File: src/rtl/crypto_itf_pkg.sv
// crypto_itf_pkg: shared state encoding, control/status bit positions and index helpers
package crypto_itf_pkg;
  typedef enum logic [1:0] {IDLE, RUN, DONE} state_t;
  localparam int CTL_RST = 0;
  localparam int CTL_LOAD = 1;
  localparam int CTL_READ = 2;
  localparam int CTL_START = 3;
  localparam int ST_BUSY = 0;
  localparam int ST_END = 1;
  localparam int ST_ERR = 2;
  localparam int ST_CNT = 8;
  function automatic int idx_w(input int n);
    return (n > 1) ? $clog2(n) : 1;
  endfunction
  // status word sits directly after the last output word
  function automatic int status_addr(input int out_words);
    return out_words;
  endfunction
endpackage

File: src/rtl/itf_reg_bank.sv
// itf_reg_bank: word-addressed register array with clear, parallel capture and single-word write
module itf_reg_bank #(
  parameter int WORDS = 8,
  parameter int W = 64,
  parameter int AW = 3
) (
  input  logic                    clk,
  input  logic                    rst,
  input  logic                    clr,
  input  logic                    we,
  input  logic [AW-1:0]           addr,
  input  logic [W-1:0]            wdata,
  input  logic                    cap,
  input  logic [WORDS-1:0][W-1:0] cap_data,
  output logic [WORDS-1:0][W-1:0] q
);
  always_ff @(posedge clk or negedge rst)
    if (!rst) q <= '0;
    else if (clr) q <= '0;
    else if (cap) q <= cap_data;
    else if (we) q[addr] <= wdata;
endmodule

File: src/rtl/crypto_core_itf.sv
// crypto_core_itf: host register interface sequencing a crypto core through IDLE/RUN/DONE.
// Define CRYPTO_ITF_TIMEOUT_EN to add the RUN cycle limit (TIMEOUT) with error reporting.
module crypto_core_itf
  import crypto_itf_pkg::*;
#(
  parameter int DATA_W = 64,
  parameter int IN_WORDS = 8,
  parameter int OUT_WORDS = 4,
  parameter int ADDR_W = 64,
  parameter int CNT_W = 32
`ifdef CRYPTO_ITF_TIMEOUT_EN
  , parameter int TIMEOUT = 2**20
`endif
) (
  input  logic                          clk,
  input  logic                          rst,
  input  logic [3:0]                    control,
  input  logic [ADDR_W-1:0]             address,
  input  logic [DATA_W-1:0]             data_in,
  output logic [DATA_W-1:0]             data_out,
  output logic                          end_op,
  output logic                          busy,
  output logic                          core_start,
  output logic [IN_WORDS*DATA_W-1:0]    core_din,
  input  logic [OUT_WORDS*DATA_W-1:0]   core_dout,
  input  logic                          core_valid
);
  localparam int IA = idx_w(IN_WORDS);
  localparam int OA = idx_w(OUT_WORDS);
  state_t state, state_d;
  logic start, read, load, rst_itf;
  logic go, cap, to_hit, in_we, err;
  logic [CNT_W-1:0] cnt, cnt_inc;
  logic [CNT_W+7:0] st;
  logic [DATA_W-1:0] rdata;
  logic [IN_WORDS-1:0][DATA_W-1:0] in_q;
  logic [OUT_WORDS-1:0][DATA_W-1:0] out_q;
  assign rst_itf = control[CTL_RST];
  assign load = control[CTL_LOAD];
  assign read = control[CTL_READ];
  assign start = control[CTL_START];
  assign busy = state == RUN;
  assign end_op = state == DONE;
  // counter is zero only in the first RUN cycle since it saturates instead of wrapping
  assign core_start = busy && cnt == '0;
  assign cnt_inc = &cnt ? cnt : cnt + 1'b1;
  assign in_we = load && !busy && address < ADDR_W'(IN_WORDS);
  assign core_din = in_q;
  always_comb begin
    go = !rst_itf && start && !busy;
    cap = !rst_itf && busy && core_valid;
`ifdef CRYPTO_ITF_TIMEOUT_EN
    to_hit = !rst_itf && busy && !core_valid && cnt_inc == CNT_W'(TIMEOUT);
`else
    to_hit = 1'b0;
`endif
    state_d = rst_itf ? IDLE : go ? RUN : (cap || to_hit) ? DONE : state;
  end
  always_ff @(posedge clk or negedge rst)
    if (!rst) begin
      state <= IDLE;
      cnt <= '0;
    end else begin
      state <= state_d;
      cnt <= (rst_itf || go) ? '0 : busy ? cnt_inc : cnt;
    end
`ifdef CRYPTO_ITF_TIMEOUT_EN
  always_ff @(posedge clk or negedge rst)
    if (!rst) err <= 1'b0;
    else err <= (rst_itf || go) ? 1'b0 : to_hit ? 1'b1 : err;
`else
  assign err = 1'b0;
`endif
  assign st = {cnt, 5'd0, err, end_op, busy};
  assign rdata = address == ADDR_W'(status_addr(OUT_WORDS)) ? DATA_W'(st) :
                 address < ADDR_W'(OUT_WORDS) ? out_q[address[OA-1:0]] : '0;
  always_ff @(posedge clk or negedge rst)
    if (!rst) data_out <= '0;
    else if (read) data_out <= rdata;
  itf_reg_bank #(.WORDS(IN_WORDS), .W(DATA_W), .AW(IA)) u_in (
    .clk(clk), .rst(rst), .clr(rst_itf), .we(in_we), .addr(address[IA-1:0]),
    .wdata(data_in), .cap(1'b0), .cap_data('0), .q(in_q)
  );
  // a timeout wipes the result bank so software never reads a stale result
  itf_reg_bank #(.WORDS(OUT_WORDS), .W(DATA_W), .AW(OA)) u_out (
    .clk(clk), .rst(rst), .clr(rst_itf || to_hit), .we(1'b0), .addr('0),
    .wdata('0), .cap(cap), .cap_data(core_dout), .q(out_q)
  );
endmodule

File: config.mk
export PLATFORM = sky130hd
export DESIGN_NAME = crypto_core_itf
export DESIGN_NICKNAME = d
export VERILOG_FILES = /design/src/rtl/crypto_itf_pkg.sv /design/src/rtl/itf_reg_bank.sv /design/src/rtl/crypto_core_itf.sv
export SDC_FILE = /design/constraint.sdc
export NUM_CORES = 1
export LEC_CHECK = 0
export BUFFER_PORTS_ARGS = -buffer_cell sky130_fd_sc_hd__buf_2
export CAP_MARGIN = 20
export CORE_AREA = 8 8 374 376
export CTS_CLUSTER_DIAMETER = 120
export DETAILED_ROUTE_END_ITERATION = 16
export DIE_AREA = 0 0 382 384
export SYNTH_ARGS = -nofsm -noshare
export SYNTH_HDL_FRONTEND = slang
export SYNTH_SLANG_ARGS = --single-unit
File: constraint.sdc
create_clock -name clk -period 3.7 [get_ports clk]
set_clock_uncertainty 0.2 [all_clocks]
set_input_delay 0.185 -clock clk [delete_from_list [all_inputs] [get_ports clk]]
set_output_delay 0.185 -clock clk [all_outputs]
set_load 0.01 [all_outputs]
## Word level (Yosys, flattened, before mapping)

Cells that the tools add are included.

| word-level totals | value |
|---|---|
| word-level logic and storage cells | 60 |
| input port bits | 391 |
| register bits after elaboration | 866 |

| operators by class | value |
|---|---|
| equality and inequality tests | 4 |
| add/subtract/negate cells | 1 |
| mux-type cells | 17 |
| $lt $le $gt $ge | 5 |
| reduce and logical (&&, ||, !) cells | 18 |

Operators with widths:

| operator | count |
|---|---|
| 512-bit 2-to-1 mux | 2 |
| 512-bit bitwise mux | 1 |
| 256-bit 2-to-1 mux | 2 |
| 64-bit 2-to-1 mux | 4 |
| 64-bit demux with 3-bit select | 1 |
| 64-bit binary-select mux with 2-bit select | 1 |
| 32-bit 2-to-1 mux | 3 |
| 64-bit by 3-bit == test with 1-bit output, second input constant | 1 |
| 64-bit by 3-bit < comparator with 1-bit output, second input constant | 1 |
| 64-bit by 4-bit < comparator with 1-bit output, second input constant | 1 |
| 32-bit by 1-bit adder with 32-bit output, second input constant | 1 |
| 32-bit logical NOT | 1 |
| 32-bit AND reduction | 1 |
| 1-bit logical AND | 8 |
| 2-bit 2-to-1 mux | 3 |
| 2-bit nonzero test | 3 |
| 3-bit by 4-bit < comparator with 1-bit output, second input constant | 1 |
| 3-bit by 1-bit greater-or-equal comparator with 1-bit output, second input constant | 1 |
| 2-bit by 3-bit < comparator with 1-bit output, second input constant | 1 |
| 3-bit nonzero test | 1 |
| 2-bit by 1-bit == test with 1-bit output, second input constant | 1 |
| 2-bit == test, second input constant | 1 |
| 1-bit logical NOT | 2 |
| 2-bit by 1-bit inequality test with 1-bit output, second input constant | 1 |
| other kinds (2) | 2 |

## Depth between registers and ports, before layout

| logic depth | value |
|---|---|
| word-level depth | 7 |
| mapped depth | 9 |

## Hierarchy

A second synthesis with hierarchy kept.

| unflattened totals | value |
|---|---|
| cell total of the unflattened synthesis | 3544 |
| area, all modules | 40129.7 µm² |

Modules (own cells, without submodules):

| module | instances | cells each | area each (µm²) |
|---|---|---|---|
| itf_reg_bank (u_in) | 1 | 2081 | 22656.7 |
| itf_reg_bank (u_out) | 1 | 954 | 11362.1 |
| crypto_core_itf | 1 | 509 | 6110.9 |

## Worst setup path before layout

Ideal clock, no wire load.

| timing path | value |
|---|---|
| path kind | flip-flop to flip-flop |
| from | reg cnt[24] |
| to | reg cnt[28] |
| data arrival time | 1.878 ns |
| setup slack | 1.545 ns |
| period minus slack after synthesis | 2.155 ns |
| cell stages (with the launch flop) | 8 |
| cells stage by stage | dfrtp_1 buf_6 and4_4 and3_1 buf_6 or4_4 or3_1 a21oi_1 |

| between the ends | value |
|---|---|
| word-level cells in the longest chain between the ends | 4 |

Ends and longest elaborated chain:

| element | line | RTL |
|---|---|---|
| from (decl) | crypto_core_itf.sv:33 | `logic [CNT_W-1:0] cnt, cnt_inc;` |
| from (signal assigned) | crypto_core_itf.sv:65 | `cnt <= (rst_itf \|\| go) ? '0 : busy ? cnt_inc : cnt;` |
| 32-bit by 1-bit adder with 32-bit output | crypto_core_itf.sv:46 | `assign cnt_inc = &cnt ? cnt : cnt + 1'b1;` |
| 32-bit 2-to-1 mux | crypto_core_itf.sv:46 |  |
| 32-bit 2-to-1 mux (2 in series) | crypto_core_itf.sv:65 |  |

Several ways; a longest one is shown, not always the timed one. The select of a mux whose other input is x is not followed.
A chain may end at the register's enable or synchronous reset.

## Worst setup path after layout

| timing path | value |
|---|---|
| from | reg cnt[0] |
| to | out core_start |

| between the ends | value |
|---|---|
| word-level cells in the longest chain between the ends | 2 |

Ends and longest elaborated chain:

| element | line | RTL |
|---|---|---|
| 32-bit logical NOT | crypto_core_itf.sv:45 | `assign core_start = busy && cnt == '0;` |
| 1-bit logical AND | crypto_core_itf.sv:45 |  |
| to (decl) | crypto_core_itf.sv:23 | `output logic core_start,` |

No other way between the ends.

==> reports/results.ini <==
[status]
outcome=complete, no violations

[grt]
grt_pass1_vias=31326
grt_pass1_wl_um=217000
antenna_found_initial=44
grt_max_degree=138
gr-total-overflow=0
grt_use_total=0.196

[die]
initial_utilization=0.282
core_mm2=0.134
fp.dieArea_mm2=0.147
ios=970
die_w_um=382
die_y_um=384
rows=135

[clock_tree]
cts_tree=yes
hold_buffers=467
cts_resized=0
numCtsBuffers=96
cts_root_buf=clkbuf_16
cts.path.max_buffers=3
htree_levels=3
postCtsSetupRepairBufs=0
clkLatencyLatePin_ps=680
clock_sinks=866
cts.clk_slew.worst_paths_ps=60

[logic_synthesis]
syn_nets=3322
synth_cell_types=55
syn_area_per_cell_um2=12.9
syn_area_mm2=0.0379
synth_edf_count=0
ys_warn_count=0
synth-seq-area-share=0.572
synthCells=2929
yosys_most_used_dff=dfrtp_1
synthArstFlopShare=1.00
ys_seq_elements=866

[drt]
ant_nets=0
wl_um=151000
wl_per_cell_um=24.6
vias=29714
vias_per_cell=4.85
dr.pass1.iters=5
drt-initial-drc-count=2016
drc=0

[finish]
multiInputGateArea_mm2=0.0148
syn2layout_area_growth_pct=38.0
seq_area_mm2=0.0217
mostFrequentLayoutCells=965 x buf_2, 866 x dfrtp_1, 578 x nand2b_1, 513 x mux2i_1, 466 x dlygate4sd3_1
num-nets-final=4629
num-fill-cells=12818
layout-drive-gt1-share=0.298
final_common_cell=buf_2

[power_and_ir_drop]
p_leak_nw=28.2
p_seq_frac=0.460
internal_power_mw=15.9
sw_frac_of_total=0.243
power.share.clock=0.458
p_sw_mw=5.12
comb_power_share=0.082
powerDensity_mw_per_mm2=402
max-vdd-ir-drop_v=0.000348

[worst_hold_path]
hold_class=input port to register
holdPathStages=3
hp-start=data_in[10]
min_to=u_in.q[138]$_DFFE_PN0P_

[sta]
fin_setup_tns_ps=0
fmax_ghz=0.327
fin_crit_sh=0.827
worst_pin_slew_ps=1170
relSlewSlack=0.218
final.min_clock_period_ps=3060
slew_violations=0
layout_setup_ws_ps=641
rsz0062_at_grt=false
holdWs_ps=39.7
setup_viol=0
hold_viol_final=0

[worst_setup_path]
crit_buf_inv=2
end_kind=primary output
r2r_cells=7
cp_slowest_cell=nor4_1
setup.worst_path.start_class=register
cp.depth=6
worstPathArrival_ps=2670
max_stage_delay_ps=440
path_delay_family=simple AND/OR/NAND/NOR gates
crit_fanout=5
required_ps=3310
r2r-start=state[0]$_DFFE_PN0P_
crit_path_cell_trace=inv_1 > ha_1 > nor4b_1 > nand4_1 > nor4_1 > buf_2
critPathKind=register to primary output
r2r-end=state[0]$_DFFE_PN0P_
r2r_slack_ps=800

[place]
dp_hpwl_um=101000
gp_congestion=0.850
portBuffers=969
preCtsSetupSlack_ps=696

[run]
maxCapViolations=0

final cells by class:
class	instances	share of cell area
Clock inverter	35	0.00759
Multi-Input combinational cell	1758	0.283
Inverter	6	0.000431
Tap cell	1781	0.0426
Antenna cell	29	0.00139
Sequential cell	866	0.415
Timing Repair Buffer	1508	0.198
Clock buffer	140	0.0530
sequential cells by signal, indices dropped and copies added (netlist names):
| register | count |
|---|---|
| u_in.q | 512 |
| state | 2 |
| u_out.q | 256 |
| cnt | 32 |
| data_out | 64 |
power by group through the flow:
stage / clock network (mW) / registers (mW) / logic, mW
global route: 10.2 / 9.68 / 1.84
global placement: 0 / 9.84 / 1.30
detailed placement: 0 / 9.84 / 1.31
floorplan: 0 / 9.80 / 0.578
CTS: 9.86 / 9.67 / 1.72
finish: 9.63 / 9.68 / 1.72
cells in the mapped netlist (all sizes together), types with 3 or more instances:
library cell / n / area share
nand3: 59 / 0.0081
nand2b: 578 / 0.095
buf: 158 / 0.027
o211ai: 3 / 0.00059
nor3: 3 / 0.00040
or4: 14 / 0.0029
nand2: 51 / 0.0051
dfrtp: 866 / 0.57
a31oi: 3 / 0.00050
and4: 9 / 0.0022
mux4: 64 / 0.038
nand4: 15 / 0.0026
o21ai: 5 / 0.00066
and2: 4 / 0.00069
xnor2: 5 / 0.0012
and3: 9 / 0.0017
a21oi: 21 / 0.0028
nor2: 18 / 0.0018
nor2b: 4 / 0.00066
nor4: 24 / 0.0041
a32oi: 30 / 0.0069
or3: 5 / 0.00083
o31ai: 14 / 0.0028
inv: 6 / 0.00059
mux2i: 513 / 0.14
a22o: 286 / 0.066
clkbuf: 141 / 0.014
logic make-up after synthesis:
kind of cell               share of synthesized area
AOI/OAI and AO/OA                             0.0838
xor gates and xnor gates                     0.00162
adders and majority gates                   0.000660
buffers and inverters                         0.0413
DFF                                            0.572
muxes                                          0.174
and+or+nand+nor                                0.127
metrics by stage:
step,instance area [um2],total power [mW],util,cells
final,52300,21.0,0.389,6123
after global routing,52200,21.8,0.389,6114
after CTS,52200,21.3,0.389,6094
after detailed placement,44300,11.1,0.330,5452
after global placement,44300,11.1,0.330,5452
after floorplan,37900,10.4,-,2929
tightest hold or removal path: cells and delay by family:
family / cells / cell delay (ps)
muxes: 1 / 270
and+or+nand+nor: 1 / 360
buffers and inverters: 1 / 80
worst max-delay path by stage:
stage / end / start / slack [ps]
6_report: core_start / cnt[0]$_DFFE_PN0P_ / 640
3_3_place_gp: u_in.q[466]$_DFFE_PN0P_ / address[15] / 660
5_1_grt: core_start / cnt[0]$_DFFE_PN0P_ / 500
4_1_cts: core_start / cnt[0]$_DFFE_PN0P_ / 570
3_5_place_dp: u_in.q[472]$_DFFE_PN0P_ / address[15] / 700
2_1_floorplan: cnt[28]$_DFFE_PN0P_ / cnt[24]$_DFFE_PN0P_ / 1540
metal layers:
layer  part of all wire  routed length [um]  GRT usage  up-vias
met5            0.00039                  59          0        -
met4              0.051                7670     0.0942       10
met3              0.063                9560     0.0426      324
met2               0.48               72500      0.327     1302
met1               0.40               60700      0.241    15028
li1                   -                   -          -    13050
Power figures use the tool's default switching activity.
